--- config.mk ---
export PLATFORM = sky130hd
export DESIGN_NAME = line_length_packer
export DESIGN_NICKNAME = d
export VERILOG_FILES = /design/src/rtl/line_length_packer.sv
export SDC_FILE = /design/constraint.sdc
export NUM_CORES = 1
export LEC_CHECK = 0
export ABC_AREA = 1
export CORE_MARGIN = 5
export CORE_UTILIZATION = 45
export CTS_BUF_LIST = sky130_fd_sc_hd__clkbuf_4 sky130_fd_sc_hd__clkbuf_8
export CTS_CLUSTER_DIAMETER = 60
export DETAILED_ROUTE_END_ITERATION = 10
export HOLD_SLACK_MARGIN = 0.1
export PLACE_DENSITY_LB_ADDON = 0.1
export SLEW_MARGIN = 10
export SYNTH_ARGS = -nofsm -noshare
export SYNTH_HDL_FRONTEND = slang
export SYNTH_SLANG_ARGS = --single-unit
export TNS_END_PERCENT = 20
--- constraint.sdc ---
create_clock -name i_clk -period 4.8 [get_ports i_clk]
set_input_delay 0.48 -clock i_clk [delete_from_list [all_inputs] [get_ports i_clk]]
set_output_delay 0.48 -clock i_clk [all_outputs]
set_load 0.005 [all_outputs]
--- src/rtl/line_length_packer.sv ---
// Length accumulator that tracks the output-word fill level and drives the packing
// shifter with store, word-output and zero-pad flush commands for each cache line.
module line_length_packer #(
  parameter int unsigned CACHE_LINE = 512,
  parameter int unsigned WORD_SIZE  = 64,
  parameter int unsigned LEN_W      = 7,
  localparam int unsigned MAX_WORDS = CACHE_LINE / WORD_SIZE,
  localparam int unsigned SH_W      = $clog2(WORD_SIZE),
  localparam int unsigned CNT_W     = $clog2(MAX_WORDS + 1)
) (
  input  logic             i_clk,
  input  logic             i_reset,
  input  logic             i_valid,
  input  logic [LEN_W-1:0] i_length,
  input  logic             i_last,
  output logic             o_ready,
  output logic             o_store_flag,
  output logic [SH_W-1:0]  o_shift_amount,
  output logic             o_output_flag,
  output logic             o_fill_flag,
  output logic             o_done_flag,
  output logic [CNT_W-1:0] o_word_count,
  output logic [SH_W-1:0]  o_tail_bits,
  output logic             o_overflow
);

  localparam int unsigned SUM_W = SH_W + 2;

  typedef enum logic [1:0] {
    ACCUM = 2'd0,
    SPILL = 2'd1,
    FLUSH = 2'd2,
    DONE  = 2'd3
  } state_t;

  state_t           state;
  logic [SH_W-1:0]  fill;
  logic [CNT_W-1:0] cnt;
  logic             ovf;
  logic             last_pending;
  logic [SH_W-1:0]  tail;

  logic [SUM_W-1:0] sum;
  logic [1:0]       nwords;
  logic [SH_W-1:0]  sum_fill;
  logic             accept;
  logic             pulse_req;
  logic             pulse_ok;
  logic             pulse_ovf;

  assign o_ready  = (state == ACCUM);
  assign accept   = i_valid && (state == ACCUM);
  assign sum      = SUM_W'(fill) + SUM_W'(i_length);
  assign nwords   = sum[SUM_W-1:SH_W];
  assign sum_fill = sum[SH_W-1:0];

  // A word-output opportunity; only the first MAX_WORDS of a line are emitted.
  assign pulse_req = (accept && (nwords != 2'd0)) || (state == SPILL) || (state == FLUSH);
  assign pulse_ok  = pulse_req && !ovf && (cnt != CNT_W'(MAX_WORDS));
  assign pulse_ovf = pulse_req && !ovf && (cnt == CNT_W'(MAX_WORDS));

  always_ff @(posedge i_clk or posedge i_reset) begin
    if (i_reset) begin
      state          <= ACCUM;
      fill           <= '0;
      cnt            <= '0;
      ovf            <= 1'b0;
      last_pending   <= 1'b0;
      tail           <= '0;
      o_store_flag   <= 1'b0;
      o_shift_amount <= '0;
      o_output_flag  <= 1'b0;
      o_fill_flag    <= 1'b0;
      o_done_flag    <= 1'b0;
      o_word_count   <= '0;
      o_tail_bits    <= '0;
      o_overflow     <= 1'b0;
    end else begin
      o_store_flag  <= 1'b0;
      o_output_flag <= 1'b0;
      o_fill_flag   <= 1'b0;
      o_done_flag   <= 1'b0;
      o_word_count  <= '0;
      o_tail_bits   <= '0;
      o_overflow    <= 1'b0;

      if (pulse_ok) cnt <= cnt + CNT_W'(1);
      if (pulse_ovf) ovf <= 1'b1;

      case (state)
        ACCUM: begin
          if (i_valid) begin
            fill           <= sum_fill;
            o_store_flag   <= 1'b1;
            o_shift_amount <= fill;
            o_output_flag  <= pulse_ok;
            last_pending   <= i_last;
            if (nwords == 2'd2) begin
              state <= SPILL;
            end else if (i_last) begin
              state <= (sum_fill != '0) ? FLUSH : DONE;
            end
          end
        end
        SPILL: begin
          o_output_flag <= pulse_ok;
          if (last_pending) begin
            state <= (fill != '0) ? FLUSH : DONE;
          end else begin
            state <= ACCUM;
          end
        end
        FLUSH: begin
          o_output_flag <= pulse_ok;
          o_fill_flag   <= pulse_ok;
          tail          <= fill;
          fill          <= '0;
          state         <= DONE;
        end
        DONE: begin
          o_done_flag  <= 1'b1;
          o_word_count <= cnt;
          o_tail_bits  <= tail;
          o_overflow   <= ovf;
          cnt          <= '0;
          ovf          <= 1'b0;
          tail         <= '0;
          last_pending <= 1'b0;
          state        <= ACCUM;
        end
        default: state <= ACCUM;
      endcase
    end
  end

endmodule

==> results.tsv <==
metric	value	unit
hp-start	tail[5]	
cpPeakStageDelay	0.41	ns
skew	0.00465	ns
synth_cell_types	27	
rows	24	
diodes	0	
clock.fmax	459	MHz
grt_antenna_before_repair	0	
grt_pass1_wl	6.84	mm
timing.max_cap.violations	0	
globalRouteOverflowTotal	0	
dp_hpwl	2.91	mm
cts_hold_buf	0	
yosysMostFrequentCell	nand2_1	
ir_drop	0.248	mV
syn_area	0.00204	mm²
avgViaCountPerCell	4.87	
slew_headroom	0.643	
reg2regPathDepth	9	
cts_buffers	5	
async_reset_ff_frac	1.00	
syn_nets	254	
initial_utilization	0.465	
ioPinCount	33	
syn_avg_cell_area	8.87	µm²
cts_resized	0	
hold_depth	2	
drc	0	
drt-pass1-iter-count	4	
crit_chain	clkdlybuf4s50_1 -> ha_1 -> fa_1 -> nand2_1 -> nand2_2 -> nand3_2 -> nand3_1 -> nand3_1 -> nand2_2 -> nand2_4 -> nand2_4 -> nand3_2 -> nand2_1	
ant_nets	0	
clk_path_buf_depth	2	
gp_congestion	0.844	
critPathCaptureType	flop	
wl_per_cell	12.1	µm
r2r_start	state[1]	
ys_ff_latch	41	
cp_slowest_cell	fa_1	
die_w	77.3	µm
final_cells	319	
power.total	1.37	mW
cts_sinks	41	
crit_path_max_fanout	6	
via_count	1552	
final_layout_size_suffix_gt1_frac	0.0861	
yosys.area.top_type_share	0.503	
arrival	2.36	ns
synth_commonest_cells	51 x nand2_1, 41 x dfrtp_1, 40 x inv_1, 18 x nand3_1, 17 x o21ai_0	
synth_area_leaders	dfrtp_1 50%, nand2_1 9.4%, ha_1 7.4%	
grt_pass1_vias	1469	
drv_slew	0	
drt_iter0_drc	110	
required	4.98	ns
root_buffer	clkbuf_8	
ys.flop_type	dfrtp_1	
worstSkewPairLatency	0.29	ns
syn2layout_area_growth	22.6	%
fin_crit_sh	0.454	
hold_path_end	o_tail_bits[5]	
coreArea	0.00438	mm²
die_area	0.00598	mm²
worstSetupStartpointType	input port	
crit_type	input port to flop	
post-place-cells	311	
die_y	77.3	µm
gr-usage-all-layers	0.140	
period_needed	2.18	ns
worstReg2RegEnd	cnt[0]	
wirelength	3.86	mm
rsz0062_at_grt	false	
clk_pin_slew_worst_paths	0.08	ns
portBuffers	32	
p_leak	1.33	nW
cts_htree_levels	2	
finalHoldViolations	0	
final_nets	290	
synth_warnings	0	
netlist_instances	230	
post_cts.repair.setup_buffers	0	
outcome	complete, no violations	
synth_largest_area_cell	dfrtp_1	
grt_max_degree	42	
worstMarginPinSlew	0.532	ns
power.density	547	mW/mm²
synth-seq-area-share	0.503	
synth_edf_count	0	
cts_tree	done	
fin_setup_tns	0	ns
setup_violations	0	
reg2reg_slack	2.78	ns
hold_path_class	flop to flop	
-- placed cells by master, fill, tap and decap left out, types with 2 or more instances in the layout --
master and instances:
clkdlybuf4s50_1 32, nor2_2 2, nand3_2 5, a21oi_1 3, inv_1 40, nand2_1 51, a21oi_2 2, clkinv_2 2
ha_1 12, o22ai_1 4, nand2_2 2, o21ai_0 17, nand4_1 5, nor2_1 9, clkbuf_8 5, nand2_4 2
o21ai_1 2, nand3_1 18, xor2_1 3, dfrtp_1 41
-- per-stage QoR --
step | setup WS, ns | hold slack (ns) | instance area, µm² | utilization
floorplan | 2.89 | 0.437 | 2040 | -
global placement | 2.34 | 0.458 | 2410 | 0.551
detailed placement | 2.31 | 0.459 | 2410 | 0.551
CTS | 2.61 | 0.479 | 2500 | 0.570
global route | 2.47 | 0.498 | 2500 | 0.570
finish | 2.62 | 0.475 | 2500 | 0.570
-- registers in the layout, indices dropped and copies added, names as in the netlist --
name / count
cnt: 4
fill: 6
last_pending: 1
o_done_flag: 1
o_fill_flag: 1
o_output_flag: 1
o_overflow: 1
o_shift_amount: 6
o_store_flag: 1
o_tail_bits: 6
o_word_count: 4
ovf: 1
state: 2
tail: 6
-- metal layers --
layer	wire, µm	global-route usage	up-vias	part of all wire
met5	0	0	-	0
met3	176	0.0313	4	0.046
li1	-	-	803	-
met4	48	0.0567	0	0.012
met2	1840	0.215	37	0.48
met1	1790	0.193	708	0.46
-- critical path, delay by kind of cell --
family	cells	cell delay, ns
and+or+nand+nor	10	0.83
buffers and inverters	1	0.40
adders and majority gates	2	0.65
-- layout make-up --
class	count	area, µm²
clock buffer	5	68.8
clock inverter	3	17.5
fill	415	1880
inverter	41	154
multi-input combinational	144	842
sequential	41	1030
tap	52	65.1
timing repair buffer	33	328
-- worst max-delay path by stage --
stage	from	endpoint	slack, ns	depth (start not counted)
after floorplan	i_length[0]	state[0]	2.89	11
after global placement	i_length[0]	cnt[0]	2.34	13
after detailed placement	i_length[0]	cnt[0]	2.31	13
after CTS	i_length[0]	cnt[0]	2.61	13
after global routing	i_length[0]	cnt[0]	2.47	13
final	i_length[0]	cnt[0]	2.62	13
-- logic make-up (layout without fill, tap and decap cells) --
| group | after synthesis | after routing | synth area share |
|---|---|---|---|
| adder cells (fa/ha/maj) | 13 | 13 | 0.0834 |
| XOR/XNOR | 4 | 4 | 0.0172 |
| flip-flops | 41 | 41 | 0.503 |
| AO/OA/AOI/OAI | 30 | 30 | 0.0852 |
| AND/OR/NAND/NOR | 97 | 97 | 0.227 |
| buffers and inverters | 45 | 82 | 0.0846 |
-- where the power goes --
part	internal [mW]	leakage (nW)	total [mW]	switching, mW
combinational	0.260	0.735	0.625	0.365
clock	0.100	0.0439	0.220	0.120
sequential	0.453	0.552	0.524	0.0711
(Power assumes the default switching activity.)
